**src/rtl/pipeline_mem_stage.sv**
```systemverilog
// EX/MEM pipeline register for the vector ASIP. Holds one instruction and
// splits vector loads/stores into MEM_W-wide beats on a narrow memory port.
module pipeline_mem_stage #(
  parameter int VEC_W  = 128,
  parameter int MEM_W  = 32,
  parameter int RA_W   = 4,
  parameter int ADDR_W = 16
) (
  input  logic              clk,
  input  logic              rst,
  input  logic              flush,
  input  logic              stall_in,
  input  logic              in_valid,
  output logic              in_ready,
  input  logic              in_vf,
  input  logic              in_wmem,
  input  logic              in_rmem,
  input  logic              in_wreg,
  input  logic              in_cond_en,
  input  logic [1:0]        in_jmp_f,
  input  logic [2:0]        in_alu_ins,
  input  logic [1:0]        in_extn_sel,
  input  logic [VEC_W-1:0]  in_op_a,
  input  logic [VEC_W-1:0]  in_op_b,
  input  logic [RA_W-1:0]   in_dest,
  input  logic [RA_W-1:0]   in_src_a,
  input  logic [RA_W-1:0]   in_src_b,
  output logic              out_valid,
  output logic              out_vf,
  output logic              out_wmem,
  output logic              out_rmem,
  output logic              out_wreg,
  output logic              out_cond_en,
  output logic [1:0]        out_jmp_f,
  output logic [2:0]        out_alu_ins,
  output logic [1:0]        out_extn_sel,
  output logic [VEC_W-1:0]  out_op_a,
  output logic [VEC_W-1:0]  out_op_b,
  output logic [RA_W-1:0]   out_dest,
  output logic [RA_W-1:0]   out_src_a,
  output logic [RA_W-1:0]   out_src_b,
  output logic [VEC_W-1:0]  out_load_data,
  output logic [ADDR_W-1:0] mem_addr,
  output logic [MEM_W-1:0]  mem_wdata,
  output logic              mem_we,
  output logic              mem_re,
  input  logic [MEM_W-1:0]  mem_rdata
);

  localparam int BEATS = VEC_W / MEM_W;
  localparam int K_W   = (BEATS > 1) ? $clog2(BEATS) : 1;

  typedef enum logic [1:0] {S_IDLE, S_ACCESS, S_LDWAIT} state_e;

  state_e             state_q;
  logic [K_W-1:0]     k_q, last_q;
  logic               valid_q, vf_q, wmem_q, rmem_q, wreg_q, cond_q;
  logic [1:0]         jmp_q, extn_q;
  logic [2:0]         alu_q;
  logic [VEC_W-1:0]   op_a_q, op_b_q, ld_q;
  logic [RA_W-1:0]    dest_q, src_a_q, src_b_q;

  logic capture, in_is_mem;

  assign in_ready  = (state_q == S_IDLE) && !(valid_q && stall_in);
  assign capture   = in_valid && in_ready && !flush;
  assign in_is_mem = in_wmem | in_rmem;

  always_ff @(posedge clk or negedge rst) begin
    if (!rst) begin
      state_q <= S_IDLE;
      k_q     <= '0;
      last_q  <= '0;
      valid_q <= 1'b0;
      vf_q    <= 1'b0;
      wmem_q  <= 1'b0;
      rmem_q  <= 1'b0;
      wreg_q  <= 1'b0;
      cond_q  <= 1'b0;
      jmp_q   <= '0;
      extn_q  <= '0;
      alu_q   <= '0;
      op_a_q  <= '0;
      op_b_q  <= '0;
      ld_q    <= '0;
      dest_q  <= '0;
      src_a_q <= '0;
      src_b_q <= '0;
    end else if (flush) begin
      // Bubble: side-effecting controls cleared, data fields left stale.
      state_q <= S_IDLE;
      k_q     <= '0;
      valid_q <= 1'b0;
      wreg_q  <= 1'b0;
      wmem_q  <= 1'b0;
      rmem_q  <= 1'b0;
      cond_q  <= 1'b0;
      jmp_q   <= '0;
    end else begin
      case (state_q)
        S_IDLE: begin
          if (capture) begin
            vf_q    <= in_vf;
            wmem_q  <= in_wmem;
            rmem_q  <= in_rmem;
            wreg_q  <= in_wreg;
            cond_q  <= in_cond_en;
            jmp_q   <= in_jmp_f;
            extn_q  <= in_extn_sel;
            alu_q   <= in_alu_ins;
            op_a_q  <= in_op_a;
            op_b_q  <= in_op_b;
            dest_q  <= in_dest;
            src_a_q <= in_src_a;
            src_b_q <= in_src_b;
            ld_q    <= '0;
            k_q     <= '0;
            last_q  <= in_vf ? K_W'(BEATS - 1) : '0;
            if (in_is_mem) begin
              state_q <= S_ACCESS;
              valid_q <= 1'b0;
            end else begin
              valid_q <= 1'b1;
            end
          end else if (valid_q && !stall_in) begin
            valid_q <= 1'b0;
          end
        end
        S_ACCESS: begin
          // Read data lags its beat by one cycle: slot k-1 lands while beat k issues.
          if (rmem_q && (k_q != '0))
            ld_q[(int'(k_q) - 1) * MEM_W +: MEM_W] <= mem_rdata;
          if (k_q == last_q) begin
            k_q <= '0;
            if (rmem_q) begin
              state_q <= S_LDWAIT;
            end else begin
              state_q <= S_IDLE;
              valid_q <= 1'b1;
            end
          end else begin
            k_q <= k_q + K_W'(1);
          end
        end
        S_LDWAIT: begin
          ld_q[int'(last_q) * MEM_W +: MEM_W] <= mem_rdata;
          state_q <= S_IDLE;
          valid_q <= 1'b1;
        end
        default: state_q <= S_IDLE;
      endcase
    end
  end

  always_comb begin
    mem_addr  = '0;
    mem_wdata = '0;
    mem_we    = 1'b0;
    mem_re    = 1'b0;
    if (state_q == S_ACCESS) begin
      mem_addr  = op_a_q[ADDR_W-1:0] + ADDR_W'(k_q);
      mem_wdata = op_b_q[int'(k_q) * MEM_W +: MEM_W];
      mem_we    = wmem_q;
      mem_re    = rmem_q;
    end
  end

  assign out_valid     = valid_q;
  assign out_vf        = vf_q;
  assign out_wmem      = wmem_q;
  assign out_rmem      = rmem_q;
  assign out_wreg      = wreg_q;
  assign out_cond_en   = cond_q;
  assign out_jmp_f     = jmp_q;
  assign out_alu_ins   = alu_q;
  assign out_extn_sel  = extn_q;
  assign out_op_a      = op_a_q;
  assign out_op_b      = op_b_q;
  assign out_dest      = dest_q;
  assign out_src_a     = src_a_q;
  assign out_src_b     = src_b_q;
  assign out_load_data = ld_q;

endmodule

```
**config.mk**
```make
export PLATFORM = sky130hd
export DESIGN_NAME = pipeline_mem_stage
export DESIGN_NICKNAME = d
export VERILOG_FILES = /design/src/rtl/pipeline_mem_stage.sv
export SDC_FILE = /design/constraint.sdc
export NUM_CORES = 1
export LEC_CHECK = 0
export CAP_MARGIN = 20
export CORE_AREA = 2 2 303 305
export CTS_BUF_LIST = sky130_fd_sc_hd__clkbuf_8
export DETAILED_ROUTE_END_ITERATION = 8
export DIE_AREA = 0 0 305 307
export GPL_ROUTABILITY_DRIVEN = 0
export GPL_TIMING_DRIVEN = 1
export MAX_ROUTING_LAYER = met4
export PLACE_DENSITY_LB_ADDON = 0.05
export SYNTH_ARGS = -nofsm -noshare
export SYNTH_HDL_FRONTEND = slang
export SYNTH_SLANG_ARGS = --single-unit
```
**constraint.sdc**
```tcl
create_clock -name clk -period 2.83 [get_ports clk]
set_input_delay 0.566 -clock clk [delete_from_list [all_inputs] [get_ports clk]]
set_output_delay 0.566 -clock clk [all_outputs]
set_load 0.02 [all_outputs]
```
* Word-level counts from Yosys, hierarchy flattened
Index checks and enable logic that the tools add are counted.
** Word-level totals
- Register bits after elaboration :: 415
- Bits of input ports :: 317
- Output and inout port bits :: 460
- Word-level logic and storage cells :: 104
** Operators by class
- Add/sub/neg operators :: 5
- Equal/unequal tests :: 10
- Shift operators :: 5
- Mux-type cells :: 42
- Bitwise gates (word level) :: 2
- Reduce and logical (&&, ||, !) cells :: 22
** Operators by type and width (number)
- case mux 128 bit (3 select lines) :: 1
- bitwise mux 128 bit :: 2
- two-way mux 128 bit :: 2
- variable shift 32 x 33 -> 128 bit, first input constant :: 2
- variable part select 32 x 33 -> 128 bit :: 2
- variable part select 128 x 8 -> 32 bit :: 1
- negator 7 -> 33 bit :: 1
- negator 8 -> 33 bit :: 1
- two-way mux 32 bit :: 1
- two-way mux 2 bit :: 12
- two-way mux 1 bit :: 20
- adder 16 x 2 -> 16 bit :: 1
- two-way mux 16 bit :: 1
- != test 3 bit, second input constant :: 4
- case mux 2 bit (2 select lines) :: 2
- AND reduction 4 bit :: 2
- logical AND 1 bit :: 6
- AND reduction 3 bit :: 2
- nonzero test 2 bit :: 3
- nonzero test 3 bit :: 2
- != test 2 bit, second input constant :: 2
- != test 4 x 3 -> 1 bit, second input constant :: 1
- AND reduction 2 bit :: 2
- nonzero test 4 bit :: 1
- 10 further kinds :: 12

* Longest topological paths before layout
Gate-level depths: netlist of the first run.
- Depth after elaboration :: 8
- Gate-level depth with buffers :: 11
- Gate-level depth less buffers :: 6

* Worst setup path after synthesis of the first run
OpenSTA, ideal clock, no wires.
- Path kind :: register to register
- Start :: reg k_q[1]
- End :: reg ld_q[117], in the netlist out_load_data[117]
- Library setup time :: 0.078 ns
- Arrival time :: 2.589 ns
- Required time :: 2.752 ns
- Slack :: 0.163 ns
- Stages on the path, launching flop included :: 11
- Buffers on the path :: 4
- Clock period less this slack :: 2.667 ns
- Cell sequence :: dfrtp_1 -> clkbuf_1 -> clkbuf_1 -> inv_1 -> ha_1 -> xnor2_1 -> and4_1 -> buf_2 -> clkbuf_1 -> a21oi_1 -> o2bb2ai_1
** On the way
- Word-level cells in the longest chain between the ends :: 6
- Elaborated cells on any way between the ends :: 11
- Those cells by class :: add/sub (2); eq/ne (1); shift (2); mux (3); reduce/logical (3)
** Ends and longest elaborated chain
- start, declared :: RTL line 56 : logic [K_W-1:0] k_q, last_q;
- start signal, assigned :: RTL line 142 : k_q <= k_q + K_W'(1);
- subtractor 2 x 1 -> 3 bit :: RTL line 132 : ld_q[(int'(k_q) - 1) * MEM_W +: MEM_W] <= mem_rdata;
- negator 8 -> 33 bit :: RTL line 132
- variable part select 32 x 33 -> 128 bit or variable shift 32 x 33 -> 128 bit (tied branches) :: RTL line 132
- bitwise mux 128 bit :: RTL line 132
- two-way mux 128 bit :: RTL line 131 : if (rmem_q && (k_q != '0))
- case mux 128 bit (3 select lines) :: RTL line 100 : case (state_q)
- end signal, assigned by index :: RTL line 132
- end signal, assigned by index :: RTL line 146 : ld_q[int'(last_q) * MEM_W +: MEM_W] <= mem_rdata;
- end, declared :: RTL line 60 : logic [VEC_W-1:0] op_a_q, op_b_q, ld_q;
Parallel ways exist; a longest one is shown, timed or not. The select of a mux whose other input is x is not followed.
A chain may end at the register's enable or synchronous reset.

* Worst setup path after layout of the first run
- Start :: reg k_q[0]
- End :: out mem_addr[10]
** On the way
- Word-level cells in the longest chain between the ends :: 2
** Ends and longest elaborated chain
- adder 16 x 2 -> 16 bit :: RTL line 161 : mem_addr = op_a_q[ADDR_W-1:0] + ADDR_W'(k_q);
- two-way mux 16 bit :: RTL line 160 : if (state_q == S_ACCESS) begin
- end, declared :: RTL line 43 : output logic [ADDR_W-1:0] mem_addr,
Every way passes these cells.

==> metrics.csv, run 1 <==
metric;value;unit
result of the run;complete, but fails checks;
violated checks;setup timing;
number of DRC markers in iteration 0;537;
number of detailed-route iterations in the first pass;5;
setup slack of the worst register-to-register path;210;ps
Tcrit/Tclk final;107;%
overall overflow remaining after global route;0;
CTS HTree Levels;3;
core area;0.0907;sq mm
number of clock buffers inserted by TritonCTS;87;
post-synth net total;1589;
dominant combinational cell family by area after synthesis;multiplexers;
Adder-Cell Fraction of Synth Area;1.03;%
multiplexer share of the synthesized area;23.5;%
Critical Path Fanout Max;3;
combined global-route utilization of all metal layers;17.9;%
Highest Clock Rate;329;MHz
leading area contributor after synthesis;sky130_fd_sc_hd__dfrtp_1;
headroom to the max-slew limit;56.3;%
chip height;307;microns
Synth Area in Simple Gates;5.33;%
data required time of the worst path;2260;ps
clk_lat worst skew;700;ps
warnings from Yosys;0;
final hold viol count;0;
area grow syn2layout;69.5;%
Clock Skew;31.4;ps
share of synthesized flip-flops with an asynchronous set or reset;100;%
R2R Path End;out_load_data[46]$_DFFE_PN0P_;
category of the worst setup path capture point;output pin;
CTS max path bufs;3;
data arrival at the endpoint of the critical path;2470;ps
number of cells produced by synthesis;1258;
share of final-layout standard cells stronger than drive strength 1;29.4;%
die footprint;0.0936;sq mm
total cell area at the placement stage;0.0275;sq mm
first-pass GRT wire length;118000;microns
worst-case reg-to-reg path depth;12;
detailed-route wire length;83700;microns
Max Cap Viol;0;
total vias in the final route;14507;
final cell utilization of the core;33.2;%
Root Buffer;sky130_fd_sc_hd__clkbuf_8;
leakage power;12.5;nW
complex-gate fraction of the synthesized area;8.50;%
Seq/Total Area, Yosys;58.2;%
average routed wire per standard cell;24.5;microns
initial antenna violation count;11;
number of synthesized flops with an enable pin;0;
number of buffer cells added on primary ports;776;
launching point of the worst reg2reg path;k_q[0]$_DFFE_PN0P_;
Top FF cell, synth;sky130_fd_sc_hd__dfrtp_1;
placement-stage worst setup slack;-214;ps
post-detailed-placement half-perimeter wirelength;61600;microns
Setup Total Neg Slack;-3450;ps
RSZ-0062 raised after global routing;yes;
count of boundary I/O pins;777;
maximum ir drop on the vdd rail;0.563;mV
highest-count cells in the layout ignoring fill and taps;724 x sky130_fd_sc_hd__clkdlybuf4s50_1, 409 x sky130_fd_sc_hd__dfrtp_1, 254 x sky130_fd_sc_hd__mux2_2;
sinks on the clock net;413;
Final min period;3040;ps
final setup violating endpoints;42;
maximum number of pins on one net before global-route repair;59;
Reg clk slew, reported paths;50;ps
CP Launch Type;flip-flop;
power per unit of standard cell area;1050;mW/mm^2
Pins Over Slew Limit;0;
average vias per placed instance;4.25;
count of unresolved DRC violations after routing;0;
leading cell types by total area after synthesis;sky130_fd_sc_hd__dfrtp_1 58%, sky130_fd_sc_hd__mux2_2 16%, sky130_fd_sc_hd__mux4_2 4.1%;
chip width;305;microns
Design Area, Final;0.0301;sq mm
via count of the first global-routing pass;15770;
count of nets after finishing;2486;
Unique masters post-synth;47;
worst setup slack after layout;-206;ps
Syn Area/Cell;14.1;sq um
commonest non-fill, non-tap cell in the layout;sky130_fd_sc_hd__clkdlybuf4s50_1;
synthesized flop and latch total;413;
Synth top area share;58.2;%
type of the setup path with the least slack;reg -> out;
area of the mapped netlist;0.0178;sq mm
starting utilization of the core area;19.6;%
remaining number of nets flagged by the antenna check after routing;0;
site row count;111;
transition time at the pin with the least slew margin;655;ps
clock tree from TritonCTS;built;
class of the tightest hold or removal check;in -> async;
xor/xnor cell area share of the yosys netlist;0.641;%
-- synthesized netlist by cell type (2+ instances only) --
cell,number
sky130_fd_sc_hd__a21oi_1,37
sky130_fd_sc_hd__a22o_1,3
sky130_fd_sc_hd__a32o_1,64
sky130_fd_sc_hd__and2_1,50
sky130_fd_sc_hd__and3_1,5
sky130_fd_sc_hd__and4_1,2
sky130_fd_sc_hd__buf_2,43
sky130_fd_sc_hd__buf_4,4
sky130_fd_sc_hd__buf_6,5
sky130_fd_sc_hd__clkbuf_1,44
sky130_fd_sc_hd__dfrtp_1,413
sky130_fd_sc_hd__ha_1,13
sky130_fd_sc_hd__inv_1,9
sky130_fd_sc_hd__mux2_1,21
sky130_fd_sc_hd__mux2_2,254
sky130_fd_sc_hd__mux2i_1,35
sky130_fd_sc_hd__mux4_2,32
sky130_fd_sc_hd__nand2_1,57
sky130_fd_sc_hd__nand2b_1,4
sky130_fd_sc_hd__nand3_1,10
sky130_fd_sc_hd__nand4_1,3
sky130_fd_sc_hd__nor2_1,37
sky130_fd_sc_hd__nor2b_1,5
sky130_fd_sc_hd__nor3_1,4
sky130_fd_sc_hd__nor4_1,4
sky130_fd_sc_hd__o21ai_0,5
sky130_fd_sc_hd__o2bb2ai_1,61
sky130_fd_sc_hd__o31ai_1,2
sky130_fd_sc_hd__or2_2,2
sky130_fd_sc_hd__or3_1,2
sky130_fd_sc_hd__xnor2_1,6
sky130_fd_sc_hd__xor2_1,7
-- logic make-up (layout without fill, tap and decap cells) --
logic type	Yosys count	count (layout)
AOI/OAI and AO/OA	181	181
xor gates and xnor gates	13	13
adders and majority gates	14	14
buffers and inverters	105	1063
DFF	413	413
muxes	342	342
other	0	13
and+or+nand+nor	190	190
-- how the worst max path moves through the flow --
stage,to,slack [ps],from,cells past startpoint
after global placement,mem_addr[15],-230,k_q[1]$_DFFE_PN0P_,6
after global routing,mem_addr[14],-370,k_q[0]$_DFFE_PN0P_,8
after CTS,mem_addr[10],-360,k_q[0]$_DFFE_PN0P_,8
final,mem_addr[10],-210,k_q[0]$_DFFE_PN0P_,8
after floorplan,out_load_data[117]$_DFFE_PN0P_,160,k_q[1]$_DFFE_PN0P_,10
after detailed placement,mem_addr[15],-210,k_q[1]$_DFFE_PN0P_,6
-- registers in the layout, indices dropped and copies added (netlist names) --
register,count
out_extn_sel,2
out_valid,1
out_dest,4
out_load_data,128
out_cond_en,1
out_jmp_f,2
out_src_a,4
out_alu_ins,3
state_q,2
out_wmem,1
out_wreg,1
out_src_b,4
out_op_a,128
last_q,1
out_rmem,1
out_op_b,128
k_q,2
-- worst max-delay path, stage by stage, from the launching register on --
cell	delay, ps
sky130_fd_sc_hd__dfrtp_4	500
sky130_fd_sc_hd__ha_4	180
sky130_fd_sc_hd__fa_2	340
sky130_fd_sc_hd__nand4_1	140
sky130_fd_sc_hd__buf_6	150
sky130_fd_sc_hd__nor3_2	50
sky130_fd_sc_hd__xor2_1	140
sky130_fd_sc_hd__and2_1	150
sky130_fd_sc_hd__buf_6	130
-- power by group --
group	switching (W)	internal (W)	total [W]
logic	0.00758	0.00792	0.0155
clock network	0.00282	0.00346	0.00629
registers	0.00180	0.00798	0.00978
-- final cells by class --
cell class | instances | area (sq um)
diodes | 13 | 32.5
multi-input cells | 740 | 7230
fillers | 9092 | 60600
well taps | 1186 | 1480
clock buffers | 107 | 1470
inverters | 9 | 33.8
flip-flops and latches | 413 | 10300
clock inverters | 43 | 214
repair buffers | 904 | 9290
-- per-layer routing --
| metal | part of all wire, % | routed length (microns) | track usage (%) |
|---|---|---|---|
| met2 | 53 | 44300 | 31.7 |
| met5 | 0 | 0 | - |
| met3 | 7.0 | 5820 | 5.91 |
| met1 | 38 | 32000 | 19.2 |
| met4 | 1.9 | 1620 | 4.55 |
-- metrics by stage --
stage / power [W] / hold slack, ps / std cells
2_1_floorplan: 0.0164 / 270 / 1258
3_3_place_gp: 0.0246 / 473 / 3213
3_5_place_dp: 0.0246 / 473 / 3213
4_1_cts: 0.0319 / 327 / 3393
5_1_grt: 0.0333 / 376 / 3413
6_report: 0.0316 / 416 / 3415
-- repair_timing --
action                     in CTS  in global routing
buffers inserted               26                  9
cloned                          3                  6
setup endpoints to repair      51                109
pin swaps                      43                 10
hold buffers                    1                  0
hold endpoints to repair       37                  0
resized for setup             363                 40
Note: power is estimated with default switching activity, not from simulation.
==> run 2: changes to the inputs <==
- ABC_AREA: unset -> 0
- CORE_AREA: 2 2 303 305 -> 2 2 299 301
- DIE_AREA: 0 0 305 307 -> 0 0 301 303
==> metrics.csv, run 2 (synthesis results as in run 1) <==
metric;value;unit;change
chip height;303;microns;-1.3%
leakage power;12.2;nW;-2.5%
starting utilization of the core area;20.2;%;+0.61 points
maximum number of pins on one net before global-route repair;71;;+20%
violated checks;setup timing;;
count of boundary I/O pins;777;;unchanged
Reg clk slew, reported paths;50;ps;about the same
Highest Clock Rate;323;MHz;-2.0%
via count of the first global-routing pass;15555;;-1.4%
Cell Int Power;0.0187;W;-3.6%
CTS HTree Levels;3;;unchanged
total cell area at the placement stage;0.0274;sq mm;-0.31%
clock tree from TritonCTS;built;;
highest-delay cell along the critical path;sky130_fd_sc_hd__dfrtp_4;;
combinational cell fraction of total power;48.4;%;-0.7 points
worst-case reg-to-reg path depth;12;;unchanged
clock network power share;19.5;%;-0.4 points
worst setup slack after layout;-269;ps;-63.1 ps
first-pass GRT wire length;117000;microns;-0.93%
type of the setup path with the least slack;reg -> out;;
Critical Path Fanout Max;3;;unchanged
total vias in the final route;14261;;-1.7%
launching point of the worst reg2reg path;k_q[0]$_DFFE_PN0P_;;
count of unresolved DRC violations after routing;0;;unchanged
post-detailed-placement half-perimeter wirelength;61600;microns;about the same
sinks on the clock net;413;;unchanged
final hold viol count;0;;unchanged
die footprint;0.0912;sq mm;-2.6%
chip width;301;microns;-1.3%
highest-count cells in the layout ignoring fill and taps;724 x sky130_fd_sc_hd__clkdlybuf4s50_1, 408 x sky130_fd_sc_hd__dfrtp_1, 254 x sky130_fd_sc_hd__mux2_2;;
fill cell instance count of the final layout;8815;;-3.0%
result of the run;complete, but fails checks;;
site row count;109;;-1.8%
count of nets after finishing;2453;;-1.3%
number of DRC markers in iteration 0;530;;-1.3%
total net switching power;0.0120;W;-1.9%
share of total power in sequential cells;32.1;%;+1.1 points
average routed wire per standard cell;24.8;microns;+1.2%
Sequential cell area;0.0103;sq mm;about the same
Clock Skew;36.8;ps;+5.39 ps
cell family contributing the most delay on the critical path;adder cells;;
clk_lat worst skew;680;ps;-20 ps
final setup violating endpoints;32;;-24%
area grow syn2layout;65.9;%;
Tcrit/Tclk final;110;%;+2.2 points
final cell utilization of the core;33.5;%;+0.31 points
data required time of the worst path;2260;ps;about the same
transition time at the pin with the least slew margin;604;ps;-51.0 ps
maximum ir drop on the vdd rail;0.525;mV;-6.8%
switching fraction of total power;39.1;%;+0.41 points
category of the worst setup path capture point;output pin;;
headroom to the max-slew limit;59.7;%;+3.4 points
CTS max path bufs;3;;unchanged
class of the tightest hold or removal check;in -> async;;
total area of multi-input combinational cells;0.00711;sq mm;-1.6%
launching instance or port of the critical path;k_q[0]$_DFFE_PN0P_;;
Pins Over Slew Limit;0;;unchanged
number of detailed-route iterations in the first pass;4;;-1
initial antenna violation count;19;;+8
peak per-stage delay on the critical path;500;ps;about the same
data arrival at the endpoint of the critical path;2530;ps;+60 ps
power per unit of standard cell area;1040;mW/mm^2;-0.81%
Design Area, Final;0.0295;sq mm;-2.1%
number of clock buffers inserted by TritonCTS;86;;-1.1%
RSZ-0062 raised after global routing;yes;;
detailed-route wire length;83400;microns;-0.46%
average vias per placed instance;4.24;;about the same
overall overflow remaining after global route;0;;unchanged
remaining number of nets flagged by the antenna check after routing;0;;unchanged
combined global-route utilization of all metal layers;18.3;%;+0.44 points
Crit path depth;8;;unchanged
share of final-layout standard cells stronger than drive strength 1;27.0;%;-2.4 points
number of buffer cells added on primary ports;776;;unchanged
core area;0.0880;sq mm;-3.0%
combined buffer and inverter count along the critical path;2;;unchanged
Final min period;3100;ps;+63.1 ps
Max Cap Viol;0;;unchanged
CP Launch Type;flip-flop;;
list of cells traversed by the critical path;ha_4 > fa_2 > nand4_1 > buf_4 > nor4_4 > xor2_1 > and2_1 > buf_6;;
Root Buffer;sky130_fd_sc_hd__clkbuf_8;;
commonest non-fill, non-tap cell in the layout;sky130_fd_sc_hd__clkdlybuf4s50_1;;
-- run 2: changes by cell type in the layout (fill, tap and decap cells not counted), moves of 7 or more --
cell / previous run / this run
sky130_fd_sc_hd__buf_6: 61 / 22
sky130_fd_sc_hd__buf_4: 79 / 60
sky130_fd_sc_hd__buf_2: 1 / 17
sky130_fd_sc_hd__clkbuf_2: 0 / 7
sky130_fd_sc_hd__and2_4: 34 / 10
sky130_fd_sc_hd__diode_2: 13 / 21
sky130_fd_sc_hd__and2_1: 16 / 40
-- run 2: timing repair --
item	4_1_cts	5_1_grt
gates resized for setup	162	120
gates cloned	5	2
setup buffers	11	5
hold endpoints to repair	44	0
setup endpoints to repair	52	47
hold buffers	1	0
pin swaps	6	20
-- run 2: routing by layer --
layer | vias to the layer above | global-route usage, % | part of all wire (%)
met5 | - | - | 0
met4 | 0 | 4.74 | 2.1
met3 | 99 | 6.46 | 7.7
met2 | 505 | 32.5 | 54
met1 | 7285 | 19.3 | 37
li1 | 6372 | - | -
-- run 2: per-stage QoR --
stage                     setup TNS, ps  power, W  std cells  hold slack, ps  setup slack [ps]
after floorplan                       0    0.0164       1258             270               163
after CTS                        -12720    0.0311       3335             350              -430
final                             -3070    0.0306       3360             424              -269
after global placement             -448    0.0246       3178             473              -151
after global routing              -9230    0.0323       3357             385              -422
after detailed placement           -568    0.0246       3178             474              -147
-- run 2: power by group through the flow --
stage	combinational, W	sequential (W)	clock, W
2_1_floorplan	0.00460	0.0118	0
3_3_place_gp	0.0147	0.00989	0
3_5_place_dp	0.0147	0.00992	0
4_1_cts	0.0149	0.00989	0.00629
5_1_grt	0.0156	0.0101	0.00656
6_report	0.0148	0.00983	0.00597
-- run 2: layout make-up --
cell class | count | area share (%)
Antenna cell | 21 | 0.178
Clock buffer | 103 | 4.81
Clock inverter | 37 | 0.531
Inverter | 9 | 0.115
Multi-Input combinational cell | 740 | 24.1
Sequential cell | 413 | 35.1
Tap cell | 1165 | 4.95
Timing Repair Buffer | 872 | 30.2
-- run 2: worst paths after layout --
path | slack (ps) | endpoint
worst max-delay path | -270 | mem_addr[12]
worst min-delay path | 420 | out_op_a[7]$_DFFE_PN0P_
worst max register to register | 130 | out_load_data[81]$_DFFE_PN0P_
worst min register to register | 490 | out_load_data[1]$_DFFE_PN0P_
max in group asynchronous | 1430 | out_op_b[124]$_DFFE_PN0P_
min in group clk | 440 | out_cond_en$_DFFE_PN0P_
-- run 2: worst reg2reg max path: stages, from the launching register on --
cell	delay, ps
sky130_fd_sc_hd__dfrtp_4	440
sky130_fd_sc_hd__buf_12	180
sky130_fd_sc_hd__clkbuf_16	200
sky130_fd_sc_hd__buf_4	110
sky130_fd_sc_hd__buf_4	110
sky130_fd_sc_hd__inv_2	50
sky130_fd_sc_hd__ha_2	190
sky130_fd_sc_hd__or2b_1	230
sky130_fd_sc_hd__a221oi_2	220
sky130_fd_sc_hd__buf_4	210
sky130_fd_sc_hd__and4_4	240
sky130_fd_sc_hd__buf_12	210
sky130_fd_sc_hd__a32o_1	230
